===== config.mk =====
export PLATFORM = sky130hd
export DESIGN_NAME = mem_access_unit
export DESIGN_NICKNAME = d
export VERILOG_FILES = /design/src/rtl/mem_access_unit.sv
export SDC_FILE = /design/constraint.sdc
export NUM_CORES = 1
export LEC_CHECK = 0
export BUFFER_PORTS_ARGS = -buffer_cell sky130_fd_sc_hd__buf_2
export CORE_MARGIN = 2
export CORE_UTILIZATION = 45
export CTS_CLUSTER_SIZE = 28
export DETAILED_ROUTE_END_ITERATION = 12
export GPL_ROUTABILITY_DRIVEN = 0
export PLACE_DENSITY = 0.71
export SLEW_MARGIN = 20
export SYNTH_ARGS = -nofsm -noshare
export SYNTH_HDL_FRONTEND = slang
export SYNTH_SLANG_ARGS = --single-unit

===== constraint.sdc =====
create_clock -name clk -period 2.7 [get_ports clk]
set_input_delay 0.54 -clock clk [delete_from_list [all_inputs] [get_ports clk]]
set_output_delay 0.54 -clock clk [all_outputs]
set_load 0.005 [all_outputs]

===== src/rtl/mem_access_unit.sv =====
`default_nettype none
// ============================================================================
//  Module   : mem_access_unit
//  Purpose  : Single-outstanding load/store engine between a core and a DDR3
//             IP command/data port. Handles lane placement, byte masks, load
//             sign/zero extension, misalignment rejection and wait timeouts.
//  Revision : 1.0  initial release
// ============================================================================
module mem_access_unit #(
    parameter int DDR_W   = 32,
    parameter int ADDR_W  = 29,
    parameter int DST_W   = 32,
    parameter int TIMEOUT = 255
) (
    input  logic                 clk,
    input  logic                 rst,
    input  logic                 valid_i,
    output logic                 ready_o,
    input  logic [2:0]           op_i,
    input  logic [ADDR_W-1:0]    memory_address_i,
    input  logic [31:0]          store_data_i,
    input  logic [DST_W-1:0]     destination_i,
    output logic                 wb_valid_o,
    output logic [31:0]          wb_data_o,
    output logic [DST_W-1:0]     destination_o,
    output logic                 done_o,
    output logic                 misalign_o,
    output logic                 timeout_o,
    input  logic                 ddr_cmd_rdy_i,
    output logic                 ddr_enable_o,
    output logic                 ddr_cmd_o,
    output logic [ADDR_W-1:0]    ddr_addr_o,
    output logic [DDR_W-1:0]     ddr_wr_data_o,
    output logic [DDR_W/8-1:0]   ddr_wr_mask_o,
    input  logic [DDR_W-1:0]     ddr_read_data_i,
    input  logic                 ddr_read_data_valid_i,
    input  logic                 ddr_read_data_end_i
);

    localparam int          c_BYTES     = DDR_W / 8;
    localparam int          c_OFF_W     = $clog2(c_BYTES);
    localparam logic [15:0] c_WAIT_LAST = 16'(TIMEOUT - 1);

    localparam logic [2:0] c_OP_LB  = 3'b000;
    localparam logic [2:0] c_OP_LBU = 3'b001;
    localparam logic [2:0] c_OP_LH  = 3'b010;
    localparam logic [2:0] c_OP_LHU = 3'b011;
    localparam logic [2:0] c_OP_SB  = 3'b101;
    localparam logic [2:0] c_OP_SH  = 3'b110;

    typedef enum logic [1:0] {
        S_IDLE   = 2'd0,
        S_CMD    = 2'd1,
        S_RDWAIT = 2'd2,
        S_DRAIN  = 2'd3
    } state_t;

    state_t              r_state;
    state_t              w_state_next;

    // latched request context
    logic [2:0]          r_op;
    logic [c_OFF_W-1:0]  r_off;
    logic                r_is_store;
    logic [DST_W-1:0]    r_dst;
    logic [15:0]         r_wait_cnt;

    // registered DDR command fields
    logic                r_ddr_cmd;
    logic [ADDR_W-1:0]   r_ddr_addr;
    logic [DDR_W-1:0]    r_ddr_wdata;
    logic [c_BYTES-1:0]  r_ddr_mask;

    // request decode
    logic                w_req_byte;
    logic                w_req_half;
    logic                w_req_word;
    logic                w_req_store;
    logic                w_req_misaligned;
    logic [c_OFF_W-1:0]  w_req_off;
    logic [c_BYTES-1:0]  w_req_lanes;
    logic [DDR_W-1:0]    w_req_wdata;

    // load path
    logic [DDR_W-1:0]    w_rd_shifted;
    logic [31:0]         w_ld_value;

    // FSM events
    logic                w_accept;
    logic                w_misalign;
    logic                w_st_done;
    logic                w_ld_done;
    logic                w_timeout;
    logic                w_wait_expired;

    assign ready_o        = (r_state == S_IDLE);
    assign ddr_enable_o   = (r_state == S_CMD);
    assign ddr_cmd_o      = r_ddr_cmd;
    assign ddr_addr_o     = r_ddr_addr;
    assign ddr_wr_data_o  = r_ddr_wdata;
    assign ddr_wr_mask_o  = r_ddr_mask;
    assign w_wait_expired = (r_wait_cnt == c_WAIT_LAST);

    // Decode access size, alignment, active byte lanes and replicated store data
    always_comb begin
        w_req_byte       = (op_i == c_OP_LB) || (op_i == c_OP_LBU) || (op_i == c_OP_SB);
        w_req_half       = (op_i == c_OP_LH) || (op_i == c_OP_LHU) || (op_i == c_OP_SH);
        w_req_word       = !w_req_byte && !w_req_half;
        w_req_store      = op_i[2] && (op_i[1:0] != 2'b00);
        w_req_misaligned = (w_req_half && memory_address_i[0]) ||
                           (w_req_word && (memory_address_i[1:0] != 2'b00));
        w_req_off        = memory_address_i[c_OFF_W-1:0];
        if (w_req_byte) begin
            w_req_lanes = c_BYTES'(1);
            w_req_wdata = {c_BYTES{store_data_i[7:0]}};
        end else if (w_req_half) begin
            w_req_lanes = c_BYTES'(3);
            w_req_wdata = {(DDR_W/16){store_data_i[15:0]}};
        end else begin
            w_req_lanes = c_BYTES'(15);
            w_req_wdata = {(DDR_W/32){store_data_i}};
        end
        w_req_lanes = w_req_lanes << w_req_off;
    end

    // Select the addressed bytes of the read beat and extend to 32 bits
    always_comb begin
        w_rd_shifted = ddr_read_data_i >> {r_off, 3'b000};
        case (r_op)
            c_OP_LB:  w_ld_value = {{24{w_rd_shifted[7]}}, w_rd_shifted[7:0]};
            c_OP_LBU: w_ld_value = {24'd0, w_rd_shifted[7:0]};
            c_OP_LH:  w_ld_value = {{16{w_rd_shifted[15]}}, w_rd_shifted[15:0]};
            c_OP_LHU: w_ld_value = {16'd0, w_rd_shifted[15:0]};
            default:  w_ld_value = w_rd_shifted[31:0];
        endcase
    end

    // State register
    always_ff @(posedge clk) begin
        if (rst) begin
            r_state <= S_IDLE;
        end else begin
            r_state <= w_state_next;
        end
    end

    // Next-state logic and retirement events
    always_comb begin
        w_state_next = r_state;
        w_accept     = 1'b0;
        w_misalign   = 1'b0;
        w_st_done    = 1'b0;
        w_ld_done    = 1'b0;
        w_timeout    = 1'b0;
        case (r_state)
            S_IDLE: begin
                if (valid_i) begin
                    w_accept = 1'b1;
                    if (w_req_misaligned) begin
                        w_misalign = 1'b1;
                    end else begin
                        w_state_next = S_CMD;
                    end
                end
            end
            S_CMD: begin
                // acceptance wins over expiry in the same cycle
                if (ddr_cmd_rdy_i) begin
                    if (r_is_store) begin
                        w_st_done    = 1'b1;
                        w_state_next = S_IDLE;
                    end else begin
                        w_state_next = S_RDWAIT;
                    end
                end else if (w_wait_expired) begin
                    w_timeout    = 1'b1;
                    w_state_next = S_IDLE;
                end
            end
            S_RDWAIT: begin
                if (ddr_read_data_valid_i) begin
                    w_ld_done    = 1'b1;
                    w_state_next = ddr_read_data_end_i ? S_IDLE : S_DRAIN;
                end else if (w_wait_expired) begin
                    w_timeout    = 1'b1;
                    w_state_next = S_IDLE;
                end
            end
            S_DRAIN: begin
                if (ddr_read_data_valid_i && ddr_read_data_end_i) begin
                    w_state_next = S_IDLE;
                end
            end
            default: w_state_next = S_IDLE;
        endcase
    end

    // Wait counter: restarts on every state change, counts only while waiting
    always_ff @(posedge clk) begin
        if (rst) begin
            r_wait_cnt <= 16'd0;
        end else if (w_state_next != r_state) begin
            r_wait_cnt <= 16'd0;
        end else if ((r_state == S_CMD) || (r_state == S_RDWAIT)) begin
            r_wait_cnt <= r_wait_cnt + 16'd1;
        end
    end

    // Capture request context and the DDR command image on acceptance
    always_ff @(posedge clk) begin
        if (rst) begin
            r_op        <= 3'd0;
            r_off       <= '0;
            r_is_store  <= 1'b0;
            r_dst       <= '0;
            r_ddr_cmd   <= 1'b0;
            r_ddr_addr  <= '0;
            r_ddr_wdata <= '0;
            r_ddr_mask  <= '0;
        end else if (w_accept) begin
            r_op       <= op_i;
            r_off      <= w_req_off;
            r_is_store <= w_req_store;
            r_dst      <= destination_i;
            if (!w_req_misaligned) begin
                r_ddr_cmd   <= w_req_store;
                r_ddr_addr  <= memory_address_i & ~ADDR_W'(c_BYTES - 1);
                r_ddr_wdata <= w_req_wdata;
                // reads write nothing, so every byte stays masked
                r_ddr_mask  <= w_req_store ? ~w_req_lanes : '1;
            end
        end
    end

    // Retirement pulses and writeback result
    always_ff @(posedge clk) begin
        if (rst) begin
            wb_valid_o    <= 1'b0;
            done_o        <= 1'b0;
            misalign_o    <= 1'b0;
            timeout_o     <= 1'b0;
            wb_data_o     <= 32'd0;
            destination_o <= '0;
        end else begin
            wb_valid_o <= w_ld_done;
            misalign_o <= w_misalign;
            timeout_o  <= w_timeout;
            done_o     <= w_ld_done | w_st_done | w_misalign | w_timeout;
            if (w_ld_done) begin
                wb_data_o <= w_ld_value;
            end
            if (w_misalign) begin
                destination_o <= destination_i;
            end else if (w_ld_done || w_st_done || w_timeout) begin
                destination_o <= r_dst;
            end
        end
    end

endmodule
`default_nettype wire


==> flow_summary.json, run 1 <==
{
  "cts.clk_slew.worst_paths_ns": 0.07,
  "dieArea_um2": 19570,
  "hold_viol": 0,
  "grt_max_degree": 56,
  "final_cell_mix": "buf_2, nand2_1, dfxtp_1",
  "vias_per_cell": 5.348,
  "slew_headroom_pct": 57.47,
  "totalNegativeSetupSlack_ns": 0,
  "ant_nets": 0,
  "grt_pass1_wl_mm": 38.24,
  "drv_cap": 0,
  "layout_commonest_cell": "buf_2",
  "fmax_mhz": 427.2,
  "post_cts_resized": 0,
  "cp-start-kind": "register",
  "ctsHoldBuffers": 0,
  "path_max_fanout": 16,
  "dr.pass1.iters": 5,
  "synth_ff_type": "dfxtp_1",
  "power.density_nw_per_um2": 603.9,
  "drtIter0Drc": 492,
  "cp-end-kind": "register",
  "critical_path_required_ns": 2.99,
  "final_nets": 1383,
  "min_period_ns": 2.341,
  "outcome": "complete, no violations",
  "path_cells": "inv_1 -> ha_1 -> o21ai_0 -> o21ai_4 -> buf_12 -> mux2i_1 -> o21ai_1",
  "skew_ns": 0.009128,
  "ys_types": 56,
  "syn_to_final_growth_pct": 25.25,
  "ys_ff_latch": 188,
  "timing.final.crit_share_pct": 86.69,
  "start_util_pct": 46.11,
  "clockBufferDepth": 2,
  "syn_area_per_cell_um2": 8.253,
  "grt_use_total_pct": 23.81,
  "routedWlPerCell_um": 16.05,
  "crit_type": "register to register",
  "ff2ff_path_depth": 7,
  "tightest_slew_ns": 0.6310,
  "antenna_found_initial": 4,
  "setup_violations": 0,
  "ios": 270,
  "reg2reg_slack_ns": 0.36,
  "slowest_delay_ns": 0.46,
  "synth_cells": 1007,
  "grt-ovfl-total": 0,
  "htreeDepth": 4,
  "die_x_um": 139.9,
  "rr_startpoint": "r_state[0]$_SDFF_PP0_",
  "p_leak_nw": 4.308,
  "ys_async_sr_fraction_pct": 0,
  "grt_pass1_vias": 7559,
  "root_buffer": "clkbuf_16",
  "ys_warn_count": 0,
  "row_count": 49,
  "drv_slew": 0,
  "dieHeight_um": 139.9,
  "core_area_um2": 18020,
  "ir_worst_vdd_uv": 456.5,
  "worstHoldStart": "destination_i[8]",
  "startpoint": "r_state[0]$_SDFF_PP0_",
  "ys_seq_area_share_pct": 45.29,
  "wl_mm": 23.86,
  "rsz0062_at_grt": "false",
  "drive_gt1_share_pct": 28.66,
  "dp_hpwl_mm": 16.98,
  "regToRegEndpoint": "destination_o[28]$_SDFFE_PP0P_",
  "synth_area_um2": 8310,
  "clock_sinks": 188,
  "cts_setup_buffers": 0,
  "numCtsBuffers": 17,
  "synth-edff-count": 0,
  "hold_path_end": "destination_o[8]$_SDFFE_PP0P_",
  "drc": 0,
  "power_mw": 6.286,
  "dr_total_vias": 7953,
  "worst_path_max_delay_cell": "dfxtp_1",
  "worst_skew_pair.late_latency_ns": 0.43,
  "arrival_ns": 2.63,
  "cts_tree": "done",
  "min_path_cells": 3,
  "min_path_type": "input pin to register",
  "portBuffers": 267
}
## layout make-up
class                           instances  area [um2]
Fill cell                            1701        7616
Multi-Input combinational cell        734        4195
Sequential cell                       188        3764
Timing Repair Buffer                  296        1582
Clock buffer                           20       446.7
Tap cell                              229       286.5
Clock inverter                         12       107.6
Inverter                                6       22.52
Antenna cell                            2       5.005
## worst max-delay path: cells and delay by family, from the launching register on
family                   cells  cell delay, ns
multiplexers                 1            0.19
flip-flops                   1            0.46
AO/OA/AOI/OAI                3            0.75
buffers and inverters        2            0.36
adder cells (fa/ha/maj)      1            0.44
## how the worst max path moves through the flow
stage | to | slack [ns] | cells past startpoint
after floorplan | r_wait_cnt[5]$_SDFFE_PP0P_ | 0.57 | 9
after global placement | ddr_wr_data_o[14]$_SDFFE_PP0P_ | 0.37 | 7
after detailed placement | ddr_wr_data_o[22]$_SDFFE_PP0P_ | 0.26 | 7
after CTS | destination_o[14]$_SDFFE_PP0P_ | 0.37 | 7
after global routing | destination_o[26]$_SDFFE_PP0P_ | 0.17 | 7
final | destination_o[28]$_SDFFE_PP0P_ | 0.36 | 7
## cell usage after synthesis, types with 3 or more instances
cell type | count | area share (%)
o21bai_1 | 6 | 0.54
nor3_1 | 18 | 1.1
o21ai_0 | 35 | 2.1
xnor2_1 | 7 | 0.74
nor4_2 | 8 | 1.2
nand2_1 | 247 | 11
buf_4 | 6 | 0.54
inv_1 | 6 | 0.27
o21ai_1 | 17 | 1.0
xor2_1 | 10 | 1.1
dfxtp_1 | 188 | 45
nor4_1 | 10 | 0.75
nand3_1 | 14 | 0.84
o211ai_1 | 9 | 0.81
a21oi_1 | 103 | 6.2
clkbuf_1 | 55 | 2.5
a311oi_1 | 16 | 1.7
nand4_1 | 8 | 0.60
ha_1 | 6 | 0.90
buf_1 | 4 | 0.18
a211oi_1 | 19 | 1.7
and4_1 | 3 | 0.32
mux2_2 | 12 | 1.6
a31oi_1 | 3 | 0.23
nor2b_1 | 15 | 1.1
o2111ai_1 | 7 | 0.74
and2_1 | 3 | 0.23
mux2i_1 | 55 | 6.6
buf_2 | 13 | 0.78
nor2_1 | 72 | 3.3
## logic make-up (layout without fill, tap and decap cells)
kind of cell    count (synthesis)  in the layout  synth area share, %
simple gates                  409            409                21.65
compound gates                231            231                16.94
flops                         188            188                45.29
buf+inv                        86            334                4.532
mux                            68             68                8.522
xor+xnor                       18             18                2.123
fa+ha+maj                       6              6               0.9033
other cells                     1              4              0.04512
## routing by layer
metal  GRT usage [%]  routed length, um  share of wire [%]  vias to the layer above
li1                -                  -                  -                     3951
met1           30.46              10230                 43                     3666
met2           39.64              11410                 48                      297
met3           5.436               1681                7.0                       37
met4           8.421                535                2.2                        2
met5               0                 11              0.046                        -
## through the flow
stage / worst slack, ns / hold slack, ns / util [%] / area, um2 / cells
after floorplan: 0.5741 / 0.4360 / - / 8314 / 1008
after global placement: 0.3672 / 0.4388 / 54.64 / 9849 / 1453
after detailed placement: 0.2600 / 0.4439 / 54.64 / 9849 / 1453
after CTS: 0.3672 / 0.3068 / 57.72 / 10400 / 1485
after global routing: 0.1678 / 0.3206 / 57.75 / 10410 / 1487
final: 0.3594 / 0.3269 / 57.75 / 10410 / 1487
## power breakdown
part | internal [mW] | switching [mW] | leakage, nW | total [mW]
registers | 2.92 | 0.0898 | 1.53 | 3.01
logic | 0.372 | 0.535 | 2.52 | 0.908
clock network | 1.23 | 1.13 | 0.259 | 2.36
## flip-flops by register name, indices dropped and copies added, names as in the netlist
name / cells
ddr_wr_data_o: 32
destination_o: 32
r_dst: 32
wb_data_o: 32
ddr_addr_o: 27
r_wait_cnt: 16
ddr_wr_mask_o: 4
r_op: 3
r_off: 2
r_state: 2
ddr_cmd_o: 1
done_o: 1
misalign_o: 1
r_is_store: 1
timeout_o: 1
wb_valid_o: 1
(Power assumes the default switching activity.)
==> run 2: changes to the inputs <==
CORE_ASPECT_RATIO = 1.1   (was unset)
PLACE_DENSITY = unset   (was 0.71)
PLACE_DENSITY_LB_ADDON = 0.25   (was unset)
==> run 2 against run 1 <==
- cell count increased by 0.61%
- worst hold slack got worse by 0.010 ns
- count of clock-buffer cells in the layout up 1
- combinational power about the same
- final area up 0.27%
- worst setup slack worse by 0.071 ns
- power up 1.7%
- critical path depth unchanged
- sequential share of layout area shrank 0.096 points
- critical endpoint is now r_wait_cnt[14]$_SDFFE_PP0P_
- first-iteration DRC count down 10%
- core utilization is 0.66 points lower
==> flow_summary.json, run 2 (synthesis results as in run 1) <==
{
  "wl_mm": 23.33,
  "power.density_nw_per_um2": 612.7,
  "p_sw_mw": 1.684,
  "die_x_um": 133.6,
  "p_leak_nw": 4.312,
  "grt_pass1_vias": 7251,
  "dieArea_um2": 19570,
  "outcome": "complete, no violations",
  "vias_per_cell": 5.251,
  "critical_path_buf_inv_count": 1,
  "drc": 0,
  "hold_path_end": "destination_o[14]$_SDFFE_PP0P_",
  "min_path_type": "input pin to register",
  "dieHeight_um": 146.5,
  "drtIter0Drc": 442,
  "portBuffers": 267,
  "final_cell_mix": "buf_2, nand2_1, dfxtp_1",
  "routedWlPerCell_um": 15.59,
  "cts.clk_slew.worst_paths_ns": 0.07,
  "cp-start-kind": "register",
  "preCtsSetupSlack_ns": 0.3253,
  "worst_skew_pair.late_latency_ns": 0.43,
  "crit_type": "register to register",
  "path_max_fanout": 8,
  "root_buffer": "clkbuf_16",
  "p_sw_share_pct": 26.34,
  "fin_cells": 1496,
  "final_nets": 1380,
  "drv_cap": 0,
  "dr.pass1.iters": 5,
  "dr_total_vias": 7856,
  "skew_ns": 0.007367,
  "min_period_ns": 2.412,
  "slowest_delay_ns": 0.48,
  "regToRegEndpoint": "r_wait_cnt[14]$_SDFFE_PP0P_",
  "reg2reg_slack_ns": 0.29,
  "power_frac_comb_pct": 14.2,
  "ff2ff_path_depth": 7,
  "clockBufferDepth": 2,
  "path_cells": "inv_1 -> ha_1 -> nand4_1 -> nor3_1 -> nand3_1 -> xor2_1 -> nor4_1",
  "cp-end-kind": "register",
  "start_util_pct": 45.46,
  "ir_worst_vdd_uv": 452.9,
  "fmax_mhz": 414.6,
  "slew_headroom_pct": 56.27,
  "row_count": 52,
  "cts_setup_buffers": 0,
  "clock_sinks": 188,
  "layout_commonest_cell": "buf_2",
  "rr_startpoint": "r_state[0]$_SDFF_PP0_",
  "syn_to_final_growth_pct": 25.58,
  "place_area_um2": 9857,
  "utilization_pct": 57.08,
  "p_seq_share_pct": 47.1,
  "ant_nets": 0,
  "arrival_ns": 2.74,
  "setup_ws_ns": 0.2882,
  "drive_gt1_share_pct": 28.38,
  "setup_violations": 0,
  "path_delay_family": "simple AND/OR/NAND/NOR gates",
  "startpoint": "r_state[0]$_SDFF_PP0_",
  "worstHoldStart": "destination_i[14]",
  "core_area_um2": 18280,
  "hold_viol": 0,
  "post_cts_resized": 0,
  "grt_use_total_pct": 23.37,
  "antenna_found_initial": 2,
  "numCtsBuffers": 17,
  "critical_path_required_ns": 3.03,
  "worst_path_max_delay_cell": "dfxtp_1",
  "ctsHoldBuffers": 0,
  "grt_pass1_wl_mm": 36.67,
  "grt-ovfl-total": 0,
  "drv_slew": 0,
  "cts_tree": "done",
  "min_path_cells": 3,
  "timing.final.crit_share_pct": 89.33,
  "final_cell_area_um2": 10440,
  "totalNegativeSetupSlack_ns": 0,
  "ios": 270,
  "htreeDepth": 4,
  "p_int_mw": 4.711,
  "rsz0062_at_grt": "false",
  "grt_max_degree": 55,
  "clock_power_share_pct": 38.6,
  "tightest_slew_ns": 0.6546,
  "dp.cells": 1464,
  "dp_hpwl_mm": 16.58
}
[run 2: through the flow]
| stage | power (mW) | hold WS, ns |
|---|---|---|
| 2_1_floorplan | 3.596 | 0.4360 |
| 3_3_place_gp | 3.975 | 0.4388 |
| 3_5_place_dp | 3.990 | 0.4446 |
| 4_1_cts | 6.459 | 0.2955 |
| 5_1_grt | 6.668 | 0.3098 |
| 6_report | 6.395 | 0.3167 |
[run 2: power by group through the flow]
stage / Clock [mW] / Combinational (mW) / Sequential [mW]
floorplan: 0 / 0.526 / 3.07
global placement: 0 / 0.903 / 3.07
detailed placement: 0 / 0.914 / 3.08
CTS: 2.53 / 0.917 / 3.01
global route: 2.62 / 1.02 / 3.03
finish: 2.47 / 0.911 / 3.01
[run 2: area by class of cell]
| type | count | area (um2) |
|---|---|---|
| clock inverters | 9 | 113.9 |
| clock buffers | 21 | 460.4 |
| well taps | 243 | 304.0 |
| flip-flops and latches | 188 | 3764 |
| diodes | 2 | 5.005 |
| fillers | 1793 | 7846 |
| repair buffers | 293 | 1572 |
| multi-input cells | 734 | 4195 |
| inverters | 6 | 22.52 |
[run 2: metal layers]
metal,vias to the layer above,track usage (%),wire (um)
met2,219,38.25,11180
met5,-,0,0
li1,3946,-,-
met3,33,7.569,1697
met4,0,9.415,471
met1,3658,28.44,9977
[run 2: worst max-delay path by stage]
| stage | to | slack [ns] | depth (start not counted) |
|---|---|---|---|
| final | r_wait_cnt[14]$_SDFFE_PP0P_ | 0.29 | 7 |
| after global routing | r_wait_cnt[14]$_SDFFE_PP0P_ | 0.12 | 7 |
| after CTS | r_wait_cnt[14]$_SDFFE_PP0P_ | 0.29 | 7 |
| after detailed placement | r_wait_cnt[14]$_SDFFE_PP0P_ | 0.33 | 7 |
| after global placement | r_wait_cnt[14]$_SDFFE_PP0P_ | 0.37 | 7 |
| after floorplan | r_wait_cnt[5]$_SDFFE_PP0P_ | 0.57 | 9 |
[run 2: worst min-delay path, cell delays in order]
cell and delay [ns]:
buf_2 0.08, nand2_1 0.04, o21ai_0 0.05
==> run 3: changes to the inputs <==
ABC_AREA = 1   (was unset)
CORE_UTILIZATION = 40   (was 45)
==> run 3 against run 2 <==
- critical path type unchanged
- worst hold slack better by 0.025 ns
- core utilization shrank 6.5 points
- sequential cell count unchanged
- sequential share of layout area grew 0.48 points
- routed wire length up 2.7%
- critical path depth rose by 3
- cell count is 6.1% higher
- clock skew up 0.0044 ns
- via count rose by 2.5%
- first-iteration DRC count rose by 7.0%
==> flow_summary.json, run 3 <==
{
  "outcome": "complete, no violations",
  "p_leak_nw": 5.148,
  "setup_violations": 0,
  "power_mw": 9.410,
  "p_sw_mw": 3.467,
  "row_count": 55,
  "drive_gt1_share_pct": 26.49,
  "drv_cap": 0,
  "yosysMostFrequentCell": "nand2_1",
  "final_nets": 1456,
  "start_util_pct": 40.36,
  "arrival_ns": 2.66,
  "syn_area_per_cell_um2": 7.578,
  "clockBufferDepth": 2,
  "grt_max_degree": 87,
  "setup_ws_ns": 0.3700,
  "p_int_mw": 5.943,
  "dp_hpwl_mm": 16.84,
  "wl_mm": 23.95,
  "post_cts_resized": 0,
  "yosysTopAreaCell": "dfxtp_1",
  "critical_path_required_ns": 3.03,
  "min_period_ns": 2.330,
  "cts_tree": "done",
  "min_path_type": "input pin to register",
  "syn_to_final_growth_pct": 25.26,
  "final_cell_mix": "buf_2, nand2_1, dfxtp_1",
  "slowest_delay_ns": 0.45,
  "cts_setup_buffers": 0,
  "ctsHoldBuffers": 0,
  "layout_commonest_cell": "buf_2",
  "synth_cells": 1085,
  "totalNegativeSetupSlack_ns": 0,
  "cp-end-kind": "register",
  "antenna_found_initial": 2,
  "synth-edff-count": 0,
  "power.density_nw_per_um2": 913.7,
  "place_area_um2": 9707,
  "drtIter0Drc": 473,
  "grt_use_total_pct": 21.67,
  "p_sw_share_pct": 36.84,
  "ant_nets": 0,
  "path_cells": "inv_1 -> ha_1 -> nand2_1 -> nor2_1 -> nand2_1 -> nor2_1 -> nand3_1 -> nor4_1 -> xor2_1 -> nor2_2",
  "timing.final.crit_share_pct": 86.30,
  "power_frac_comb_pct": 33.5,
  "preCtsSetupSlack_ns": 0.3380,
  "crit_type": "register to register",
  "root_buffer": "clkbuf_16",
  "worst_skew_pair.late_latency_ns": 0.43,
  "clock_power_share_pct": 26.8,
  "tightest_slew_ns": 0.5391,
  "dieArea_um2": 21720,
  "path_max_fanout": 7,
  "yosys-top-cells-count": "nand2_1, dfxtp_1, nor2_1",
  "synth_top_cell_area_share_pct": 45.78,
  "ys_seq_area_share_pct": 45.78,
  "rsz0062_at_grt": "false",
  "vias_per_cell": 5.072,
  "htreeDepth": 4,
  "drc": 0,
  "synth_area_leaders": "dfxtp_1, nand2_1, nor2_1, o21ai_0, a21oi_1",
  "ys_types": 42,
  "grt-ovfl-total": 0,
  "path_delay_family": "simple AND/OR/NAND/NOR gates",
  "die_x_um": 140.7,
  "clock_sinks": 188,
  "worst_path_max_delay_cell": "dfxtp_1",
  "dr_total_vias": 8049,
  "p_seq_share_pct": 39.7,
  "dr.pass1.iters": 7,
  "ys_async_sr_fraction_pct": 0,
  "core_area_um2": 20370,
  "grt_pass1_vias": 7589,
  "fmax_mhz": 429.2,
  "grt_pass1_wl_mm": 38.11,
  "routedWlPerCell_um": 15.09,
  "hold_viol": 0,
  "ios": 270,
  "critical_path_buf_inv_count": 1,
  "slew_headroom_pct": 64.06,
  "ys_warn_count": 0,
  "skew_ns": 0.01181,
  "cp-start-kind": "register",
  "synth_area_um2": 8222,
  "synth_ff_type": "dfxtp_1",
  "dieHeight_um": 154.4,
  "numCtsBuffers": 17,
  "ir_worst_vdd_uv": 481.5,
  "ys_ff_latch": 188,
  "final_cell_area_um2": 10300,
  "drv_slew": 0,
  "cts.clk_slew.worst_paths_ns": 0.07,
  "portBuffers": 267
}
## run 3: cell types whose count changed in the layout (fill, tap and decap cells not counted), sizes merged, moves of 22 or more
cell	change
mux2i	-46
inv	+80
nor2	+100
a31oi	+22
nand2	-44
o21ai	+70
## run 3: routing by layer
layer	GRT usage, %	vias to the layer above	share of wire [%]
li1	-	4061	-
met1	26.51	3670	43
met2	36.68	287	47
met3	6.471	31	7.9
met4	6.857	0	1.8
met5	0	-	0
## run 3: kinds of logic after synthesis
family | count (synthesis) | share of synthesized area, %
compound gates | 304 | 22.30
xor+xnor | 15 | 1.598
fa+ha+maj | 6 | 0.9131
buf+inv | 158 | 8.187
flops | 188 | 45.78
mux | 9 | 1.096
other cells | 1 | 0.04561
simple gates | 404 | 20.09
## run 3: path summary, 6_finish.rpt
| kind | startpoint | endpoint | slack [ns] | cells past startpoint |
|---|---|---|---|---|
| setup / recovery | r_state[0]$_SDFF_PP0_ | r_wait_cnt[13]$_SDFFE_PP0P_ | 0.37 | 10 |
| hold / removal | memory_address_i[11] | ddr_addr_o[11]$_SDFFE_PP0P_ | 0.34 | 3 |
| setup reg to reg | r_state[0]$_SDFF_PP0_ | r_wait_cnt[13]$_SDFFE_PP0P_ | 0.37 | 10 |
| hold reg to reg | ddr_addr_o[5]$_SDFFE_PP0P_ | ddr_addr_o[5]$_SDFFE_PP0P_ | 0.46 | 2 |
## run 3: layout make-up
cell class              instances  area (um2)
multi-input cells             740        3794
diodes                          2       5.005
flip-flops and latches        188        3764
repair buffers                286        1516
clock buffers                  18       439.2
inverters                      83       312.8
well taps                     256       320.3
clock inverters                14       147.6
fillers                      2070       10070
## run 3: power groups by stage
stage	Combinational (mW)	Sequential, mW	Clock (mW)
final	3.16	3.74	2.52
after global routing	3.57	3.81	2.67
after CTS	3.18	3.74	2.57
after detailed placement	3.17	3.79	0
after global placement	3.12	3.79	0
after floorplan	2.07	3.80	0
## run 3: worst reg2reg max path: stages, from the launching register on
cell and delay [ns]:
dfxtp_1 0.45, inv_1 0.13, ha_1 0.40, nand2_1 0.07, nor2_1 0.16, nand2_1 0.07
nor2_1 0.17, nand3_1 0.20, nor4_1 0.30, xor2_1 0.22, nor2_2 0.06
## run 3: stage by stage
stage,instances,hold WS (ns),util (%)
floorplan,1086,0.4548,-
global placement,1553,0.4490,47.65
detailed placement,1553,0.4548,47.65
CTS,1585,0.3289,50.53
global route,1587,0.3377,50.56
finish,1587,0.3419,50.56
